### src/rtl/sl_rx_pkg.sv
// Shared types and line codes for the clocked SL receiver.
package sl_rx_pkg;

  typedef enum logic [2:0] {
    StIdle,
    StLow0,
    StLow1,
    StGap,
    StStopWait,
    StErrWait
  } sl_rx_state_e;

  // Filtered line pair, coded as {f0, f1}
  localparam logic [1:0] SL_IDLE = 2'b11;
  localparam logic [1:0] SL_BIT0 = 2'b01;
  localparam logic [1:0] SL_BIT1 = 2'b10;
  localparam logic [1:0] SL_STOP = 2'b00;

  typedef struct packed {
    logic parity_ok;
    logic len_err;
    logic frame_err;
    logic tout_err;
  } sl_rx_status_t;

endpackage

### src/rtl/sl_line_filter.sv
// Two-flop synchroniser followed by a debounce that needs FILTER_LEN equal samples to move.
module sl_line_filter #(
  parameter int unsigned FILTER_LEN = 3
) (
  input  logic clk,
  input  logic rst_n,
  input  logic line,
  output logic level
);

  localparam int unsigned CW = (FILTER_LEN > 1) ? $clog2(FILTER_LEN) : 1;

  logic [1:0]    sync_q;
  logic [CW-1:0] cnt_q;
  logic          level_q;

  always_ff @(posedge clk or negedge rst_n) begin
    if (!rst_n) begin
      sync_q  <= 2'b11;
      cnt_q   <= '0;
      level_q <= 1'b1;
    end else begin
      sync_q <= {sync_q[0], line};
      // cnt_q holds how many consecutive samples already disagree with level_q
      if (sync_q[1] != level_q) begin
        if (cnt_q == CW'(FILTER_LEN - 1)) begin
          level_q <= sync_q[1];
          cnt_q   <= '0;
        end else begin
          cnt_q <= cnt_q + 1'b1;
        end
      end else begin
        cnt_q <= '0;
      end
    end
  end

  assign level = level_q;

endmodule

### src/rtl/sl_rx_sync.sv
// Clocked SL receiver: conditions both lines, decodes words, flags parity/length/frame/timeout.
// Define SL_RX_STATS_EN to build the good/error word counters.
module sl_rx_sync
  import sl_rx_pkg::*;
#(
  parameter int unsigned MAX_BITS       = 32,
  parameter int unsigned FILTER_LEN     = 3,
  parameter int unsigned TIMEOUT_CYCLES = 1024
) (
  input  logic                          clk,
  input  logic                          rst_n,
  input  logic                          sl0,
  input  logic                          sl1,
  output logic                          word_busy,
  output logic                          word_valid,
  output logic [MAX_BITS-1:0]           data_out,
  output logic [$clog2(MAX_BITS+2)-1:0] bit_count,
  output logic                          parity_ok,
  output logic                          len_err,
  output logic                          frame_err,
  output logic                          tout_err,
  output logic [15:0]                   good_cnt,
  output logic [15:0]                   err_cnt
);

  localparam int unsigned BW   = $clog2(MAX_BITS + 2);
  localparam int unsigned NW   = $clog2(MAX_BITS + 3);
  localparam int unsigned TW   = $clog2(TIMEOUT_CYCLES + 1);
  localparam int unsigned NMAX = MAX_BITS + 2;

  logic f0, f1;
  logic [1:0] code;

  sl_line_filter #(.FILTER_LEN(FILTER_LEN)) u_filt0 (
    .clk   (clk),
    .rst_n (rst_n),
    .line  (sl0),
    .level (f0)
  );

  sl_line_filter #(.FILTER_LEN(FILTER_LEN)) u_filt1 (
    .clk   (clk),
    .rst_n (rst_n),
    .line  (sl1),
    .level (f1)
  );

  assign code = {f0, f1};

  sl_rx_state_e    state_q;
  logic [MAX_BITS-1:0] shreg_q, shreg_shift;
  logic [NW-1:0]   n_q, n_inc;
  logic            par_q;
  logic [TW-1:0]   tcnt_q;
  logic            word_busy_q, word_valid_q;
  logic [MAX_BITS-1:0] data_q, term_data;
  logic [BW-1:0]   bcnt_q, term_bcnt;
  sl_rx_status_t   status_q, term_status;

  logic in_bit, is_bit, hold, term, term_frame, term_tout, long_word;
  sl_rx_state_e bit_state;

  assign in_bit    = (code == SL_BIT1);
  assign is_bit    = (code == SL_BIT0) || (code == SL_BIT1);
  assign bit_state = in_bit ? StLow1 : StLow0;
  assign hold      = ((state_q == StLow0) && (code == SL_BIT0)) ||
                     ((state_q == StLow1) && (code == SL_BIT1)) ||
                     ((state_q == StGap)  && (code == SL_IDLE));

  // Bits past MAX_BITS are only counted; the parity bit never needs storing past that point
  always_comb begin
    shreg_shift = shreg_q;
    for (int i = 0; i < int'(MAX_BITS); i++) begin
      if (i == int'(n_q)) shreg_shift[i] = in_bit;
    end
    n_inc = (n_q == NW'(NMAX)) ? n_q : n_q + 1'b1;
  end

  always_comb begin
    term       = 1'b0;
    term_frame = 1'b0;
    term_tout  = 1'b0;
    if ((state_q == StLow0) || (state_q == StLow1) || (state_q == StGap)) begin
      if (code == SL_STOP) begin
        term       = 1'b1;
        term_frame = (state_q != StGap);
      end else if (hold && (tcnt_q == TW'(TIMEOUT_CYCLES - 1))) begin
        term      = 1'b1;
        term_tout = 1'b1;
      end
    end
  end

  always_comb begin
    long_word             = (n_q > NW'(MAX_BITS + 1));
    term_status           = '0;
    term_status.len_err   = (n_q < NW'(2)) || long_word;
    term_status.parity_ok = par_q && !term_status.len_err;
    term_status.frame_err = term_frame;
    term_status.tout_err  = term_tout;
    if (long_word)          term_bcnt = BW'(MAX_BITS);
    else if (n_q == '0)     term_bcnt = '0;
    else                    term_bcnt = BW'(n_q - 1'b1);
    // The last received bit is parity, so only the first n-1 bits are data
    for (int i = 0; i < int'(MAX_BITS); i++) begin
      term_data[i] = shreg_q[i] && ((i + 1) < int'(n_q));
    end
  end

  always_ff @(posedge clk or negedge rst_n) begin
    if (!rst_n) begin
      state_q      <= StIdle;
      shreg_q      <= '0;
      n_q          <= '0;
      par_q        <= 1'b0;
      tcnt_q       <= '0;
      word_busy_q  <= 1'b0;
      word_valid_q <= 1'b0;
      data_q       <= '0;
      bcnt_q       <= '0;
      status_q     <= '0;
    end else begin
      word_valid_q <= 1'b0;
      unique case (state_q)
        StIdle: begin
          tcnt_q <= '0;
          if (is_bit) begin
            state_q     <= bit_state;
            shreg_q     <= MAX_BITS'(in_bit);
            n_q         <= NW'(1);
            par_q       <= in_bit;
            word_busy_q <= 1'b1;
          end else if (code == SL_STOP) begin
            state_q <= StErrWait;
          end
        end
        StLow0, StLow1, StGap: begin
          if (term) begin
            state_q      <= term_status.frame_err || term_status.tout_err ? StErrWait
                                                                          : StStopWait;
            word_valid_q <= 1'b1;
            word_busy_q  <= 1'b0;
            data_q       <= term_data;
            bcnt_q       <= term_bcnt;
            status_q     <= term_status;
            tcnt_q       <= '0;
          end else if (hold) begin
            tcnt_q <= tcnt_q + 1'b1;
          end else begin
            tcnt_q <= '0;
            if (is_bit) begin
              state_q <= bit_state;
              shreg_q <= shreg_shift;
              n_q     <= n_inc;
              par_q   <= par_q ^ in_bit;
            end else begin
              state_q <= StGap;
            end
          end
        end
        StStopWait, StErrWait: begin
          if (code == SL_IDLE) state_q <= StIdle;
        end
        default: state_q <= StIdle;
      endcase
    end
  end

  assign word_busy  = word_busy_q;
  assign word_valid = word_valid_q;
  assign data_out   = data_q;
  assign bit_count  = bcnt_q;
  assign parity_ok  = status_q.parity_ok;
  assign len_err    = status_q.len_err;
  assign frame_err  = status_q.frame_err;
  assign tout_err   = status_q.tout_err;

`ifdef SL_RX_STATS_EN
  logic [15:0] good_q, err_q;
  logic        good_word;

  assign good_word = term_status.parity_ok && !term_status.frame_err && !term_status.tout_err;

  always_ff @(posedge clk or negedge rst_n) begin
    if (!rst_n) begin
      good_q <= '0;
      err_q  <= '0;
    end else if (term) begin
      if (good_word) begin
        if (good_q != 16'hFFFF) good_q <= good_q + 1'b1;
      end else begin
        if (err_q != 16'hFFFF) err_q <= err_q + 1'b1;
      end
    end
  end

  assign good_cnt = good_q;
  assign err_cnt  = err_q;
`else
  assign good_cnt = '0;
  assign err_cnt  = '0;
`endif

endmodule

### config.mk
export PLATFORM = sky130hd
export DESIGN_NAME = sl_rx_sync
export DESIGN_NICKNAME = d
export VERILOG_FILES = /design/src/rtl/sl_rx_pkg.sv /design/src/rtl/sl_line_filter.sv /design/src/rtl/sl_rx_sync.sv
export SDC_FILE = /design/constraint.sdc
export NUM_CORES = 1
export LEC_CHECK = 0
export CAP_MARGIN = 20
export CORE_UTILIZATION = 55
export CTS_BUF_LIST = sky130_fd_sc_hd__clkbuf_4
export CTS_CLUSTER_DIAMETER = 200
export DETAILED_ROUTE_END_ITERATION = 7
export PLACE_DENSITY = 0.81
export SYNTH_ARGS = -nofsm -noshare
export SYNTH_HDL_FRONTEND = slang
export SYNTH_SLANG_ARGS = --single-unit
### constraint.sdc
create_clock -name clk -period 6 [get_ports clk]
set_clock_uncertainty 0.2 [all_clocks]
set_input_delay 1.2 -clock clk [delete_from_list [all_inputs] [get_ports clk]]
set_output_delay 1.2 -clock clk [all_outputs]
set_load 0.02 [all_outputs]
==> results <==
- The number of max-slew violations in the final report is 0.
- The launching element type of the critical path is a register.
- The net switching power figure is 0.0009412 W.
- Internal power comes to 0.001311 W.
- The post-synthesis sequential element count is 107.
- The run finished with clean final reports.
- For this block, the via count after detailed routing is 4149.
- The number of endpoints with negative hold slack in the final report is 0.
- Net switching is 41.78% of the power.
- The finished layout holds 712 standard cells, fillers aside.
- The core region is 9328 um^2.
- Summed over all cells, the static leakage comes to 2.660 nW.
- At the later pin of the worst-skew pair, clock insertion delay measures 0.46 ns.
- The maximum clock rate is 0.3071 GHz.
- The cell row count is 35.
- The H-tree level count is 3.
- The global routing usage summed across all routing layers is 25.17%.
- The start-to-end type of the worst setup path is register to register.
- Of the available clock period, the critical path in the final layout requires 54.27%.
- With fillers left out, the area of the finished cells amounts to 5889 um^2.
- After clock tree synthesis, the clock-pin slew on the worst setup and hold paths is 0.16 ns.
- Per report_power, the sequential group accounts for 41.6% of the total.
- The routability congestion estimate from global placement is 0.8756.
- The tree is rooted in a clkbuf_4.
- The via count of the first global-routing pass is 3973.
- The min-delay analysis places its worst path in the category register to register.
- Summed over all layers, the global routing overflow is 0.
- Once detail routing completed, the nets flagged for antenna violations numbered 0.
- The DRC marker count from the first detailed-route iteration is 329.
- The average size of a mapped cell is 9.635 um^2.
- For this design, the sink count on the clock tree is 107.
- The share of power burned in combinational logic is 37.9%.
- In this run, distinct cell masters in the synthesized netlist total 49.
- Counting flops with an async set or reset pin after synthesis yields a share of 100.0%.
- The TritonCTS buffer count is 9.
- The post-layout utilization of the core is 63.14%.
- The number of buffers inserted by post-CTS setup repair is 0.
- The power per cell area is 382.5 nW/um^2.
- The count of instances resized after the clock tree is built is 0.
- The area after detailed placement is 5700 um^2.
- The routed length per placed instance is 16.50 um.
- The effective utilization at floorplan is 57.33%.
- The initial antenna violation count was 0.
- Hold timing on the final database bottoms out at a slack of 0.1658 ns.
- The number of diodes is 0.
- Of the synthesized area, sequential elements account for 50.21%.
- STA puts the critical path data arrival time at 3.42 ns.
- The highest net fanout along the worst path is 56.
- The maximum ir drop on the vdd rail is 0.2295 mV.
- The cell count after synthesis came out at 555.
- For this design the top-level I/O count stands at 80.
- The first global-routing pass estimated 19730 um of wire.
- The estimated wirelength of the detail-placed design is 8064 um.
- In this run, placement finished with an instance count of 696.
- The floorplan step set the die width to 100.6 um.
- The fraction of layout instances using a drive strength above 1 is 6.861%.
- For this run, the detailed router's first-pass iteration total came to 5.
- Setup repair after global routing left no endpoint under its margin.
- STA puts the critical path data required time at 6.16 ns.
- In the routed layout, each cell is associated on average with a via count of 5.827.
- The worst path in the final design needs a cycle of 3.256 ns, including I/O delays and setup.
- The die outline height is 100.6 um.
- The element type at the critical path end is a register.
- The synthesis-to-layout area growth is 10.13%.
- The count of buffers inserted at the top-level ports is 47.
- The measured slew at the worst slew-check pin is 1.097 ns.
- For this run, the number of Yosys warnings is 0.
- The remaining design rule violation count is 0.
- Setup total negative slack on the finished layout was measured at 0 ns.
- The maximum count of clock buffers along a single path is 2.
- Yosys mapped a number of flops with a built-in enable equal to 0.
- In this run the cell area of the synthesized design comes to 5348 um^2.
- Entering global routing, the biggest net connects 76 pins.
- The setup violation total in the final timing report is 0.
- The number of max-capacitance violations reported is 0.
- The post-layout net count is 592.
- Measured against its own limit, the worst slew margin works out to 26.68%.
- The sum of routed wire length over all layers is 11750 um.
- The TritonCTS clock tree is yes.
- The number of hold-repair buffers added at the cts stage is 0.
- The floorplan step defined a die boundary enclosing 10120 um^2.
- The top flip-flop cell by instance count after synthesis is dfrtp_1.
- The clock network burns 20.5% of the power.
## per-layer routing
| layer | vias to the layer above | share of wire [%] | wire (um) | GRT usage, % |
|---|---|---|---|---|
| met2 | 168 | 50 | 5922 | 41.52 |
| met1 | 2011 | 42 | 4912 | 33.38 |
| met5 | - | 0 | 0 | 0 |
| li1 | 1943 | - | - | - |
| met4 | 0 | 2.3 | 268 | 11.26 |
| met3 | 27 | 5.5 | 646 | 3.329 |
## state kept, by name (all words and copies together) (netlist names)
name,cells
u_filt0.cnt_q,2
u_filt1.cnt_q,2
u_filt0.sync_q,2
n_q,6
tout_err,1
frame_err,1
state_q,3
len_err,1
word_valid,1
shreg_q,32
par_q,1
tcnt_q,11
u_filt1.level,1
u_filt0.level,1
data_out,32
bit_count,6
parity_ok,1
u_filt1.sync_q,2
word_busy,1
## metrics by stage
stage	power (W)	setup WS, ns
floorplan	0.001569	3.666
global placement	0.001769	2.906
detailed placement	0.001795	2.760
CTS	0.002254	2.753
global route	0.002388	2.514
finish	0.002253	2.744
## layout by cell type (no fill, tap or decap), types with 4 or more instances in the layout
cell / count
o21a_1: 6
and2_1: 5
clkbuf_4: 9
clkdlybuf4s50_1: 46
mux2i_1: 6
nand2_1: 86
dfrtp_1: 101
nor2b_1: 6
inv_1: 16
buf_4: 4
o2111ai_1: 8
and3_1: 4
nor2_1: 26
nand3_1: 28
xor2_1: 4
conb_1: 32
xnor2_1: 7
a21oi_1: 10
nand4_1: 4
or3_1: 4
nand2b_1: 4
o211ai_1: 29
dfstp_2: 6
nor3_1: 10
o21ai_0: 31
ha_1: 10
o31ai_1: 32
## cell families after synthesis
group,after synthesis,share of synthesized area [%]
AND/OR/NAND/NOR,187,16.00
buffers and inverters,86,9.078
other,1,0.07012
adder cells (fa/ha/maj),10,2.340
flip-flops,107,50.21
XOR/XNOR,11,1.802
AO/OA/AOI/OAI,144,18.74
multiplexers,9,1.755
## cell usage after synthesis, types with 3 or more instances
| master | number | share of area, % |
|---|---|---|
| dfrtp_1 | 101 | 47 |
| nand2_1 | 86 | 6.0 |
| buf_4 | 32 | 4.5 |
| o31ai_1 | 32 | 4.5 |
| o21ai_0 | 31 | 2.9 |
| o211ai_1 | 29 | 4.1 |
| nand3_1 | 28 | 2.6 |
| nor2_1 | 26 | 1.8 |
| clkbuf_1 | 22 | 1.5 |
| inv_1 | 16 | 1.1 |
| buf_2 | 12 | 1.1 |
| a21oi_1 | 10 | 0.94 |
| ha_1 | 10 | 2.3 |
| nor3_1 | 10 | 0.94 |
| o2111ai_1 | 8 | 1.3 |
| xnor2_1 | 7 | 1.1 |
| dfstp_2 | 6 | 2.9 |
| mux2i_1 | 6 | 1.1 |
| nor2b_1 | 6 | 0.70 |
| o21a_1 | 6 | 0.84 |
| and2_1 | 5 | 0.58 |
| and3_1 | 4 | 0.47 |
| nand2b_1 | 4 | 0.47 |
| nand4_1 | 4 | 0.47 |
| or3_1 | 4 | 0.47 |
| xor2_1 | 4 | 0.66 |
| a21o_1 | 3 | 0.42 |
| a31o_2 | 3 | 0.49 |
| a31oi_1 | 3 | 0.35 |
| buf_6 | 3 | 0.63 |
| mux2_2 | 3 | 0.63 |
| nand3b_1 | 3 | 0.42 |
| o21ai_1 | 3 | 0.28 |
| o311ai_0 | 3 | 0.49 |
## area by class of cell
| type | instances | area (um^2) |
|---|---|---|
| fill | 803 | 3438 |
| sequential | 107 | 2685 |
| multi-input combinational | 393 | 2295 |
| timing repair buffer | 50 | 490.5 |
| tap | 129 | 161.4 |
| clock inverter | 7 | 121.4 |
| inverter | 17 | 68.82 |
| clock buffer | 9 | 67.56 |
## worst max-delay path, cell delays in order, from the launching register on
cell	delay, ns
dfstp_2	0.59
inv_1	0.09
ha_1	0.27
mux2i_1	0.25
o21a_1	0.42
o31a_2	0.20
buf_4	0.44
clkinv_4	0.30
o32a_1	0.41
## final timing paths
check                      slack, ns                 to  depth (start not counted)              start
max                             2.74         state_q[2]                          8      u_filt1.level
min                             0.17  u_filt1.sync_q[1]                          0  u_filt1.sync_q[0]
max reg2reg                     2.74         state_q[2]                          8      u_filt1.level
min reg2reg                     0.17  u_filt1.sync_q[1]                          0  u_filt1.sync_q[0]
max in group asynchronous       3.90  u_filt1.sync_q[0]                          2              rst_n
min in group asynchronous       0.65        data_out[7]                          1              rst_n
## power groups by stage
stage / Combinational (W) / Sequential [W] / Clock, W
2_1_floorplan: 0.000637 / 0.000932 / 0
6_report: 0.000854 / 0.000937 / 0.000462
3_3_place_gp: 0.000823 / 0.000945 / 0
3_5_place_dp: 0.000847 / 0.000948 / 0
5_1_grt: 0.000940 / 0.000951 / 0.000498
4_1_cts: 0.000851 / 0.000934 / 0.000469
No activity file was read; power rests on OpenSTA's default activity.
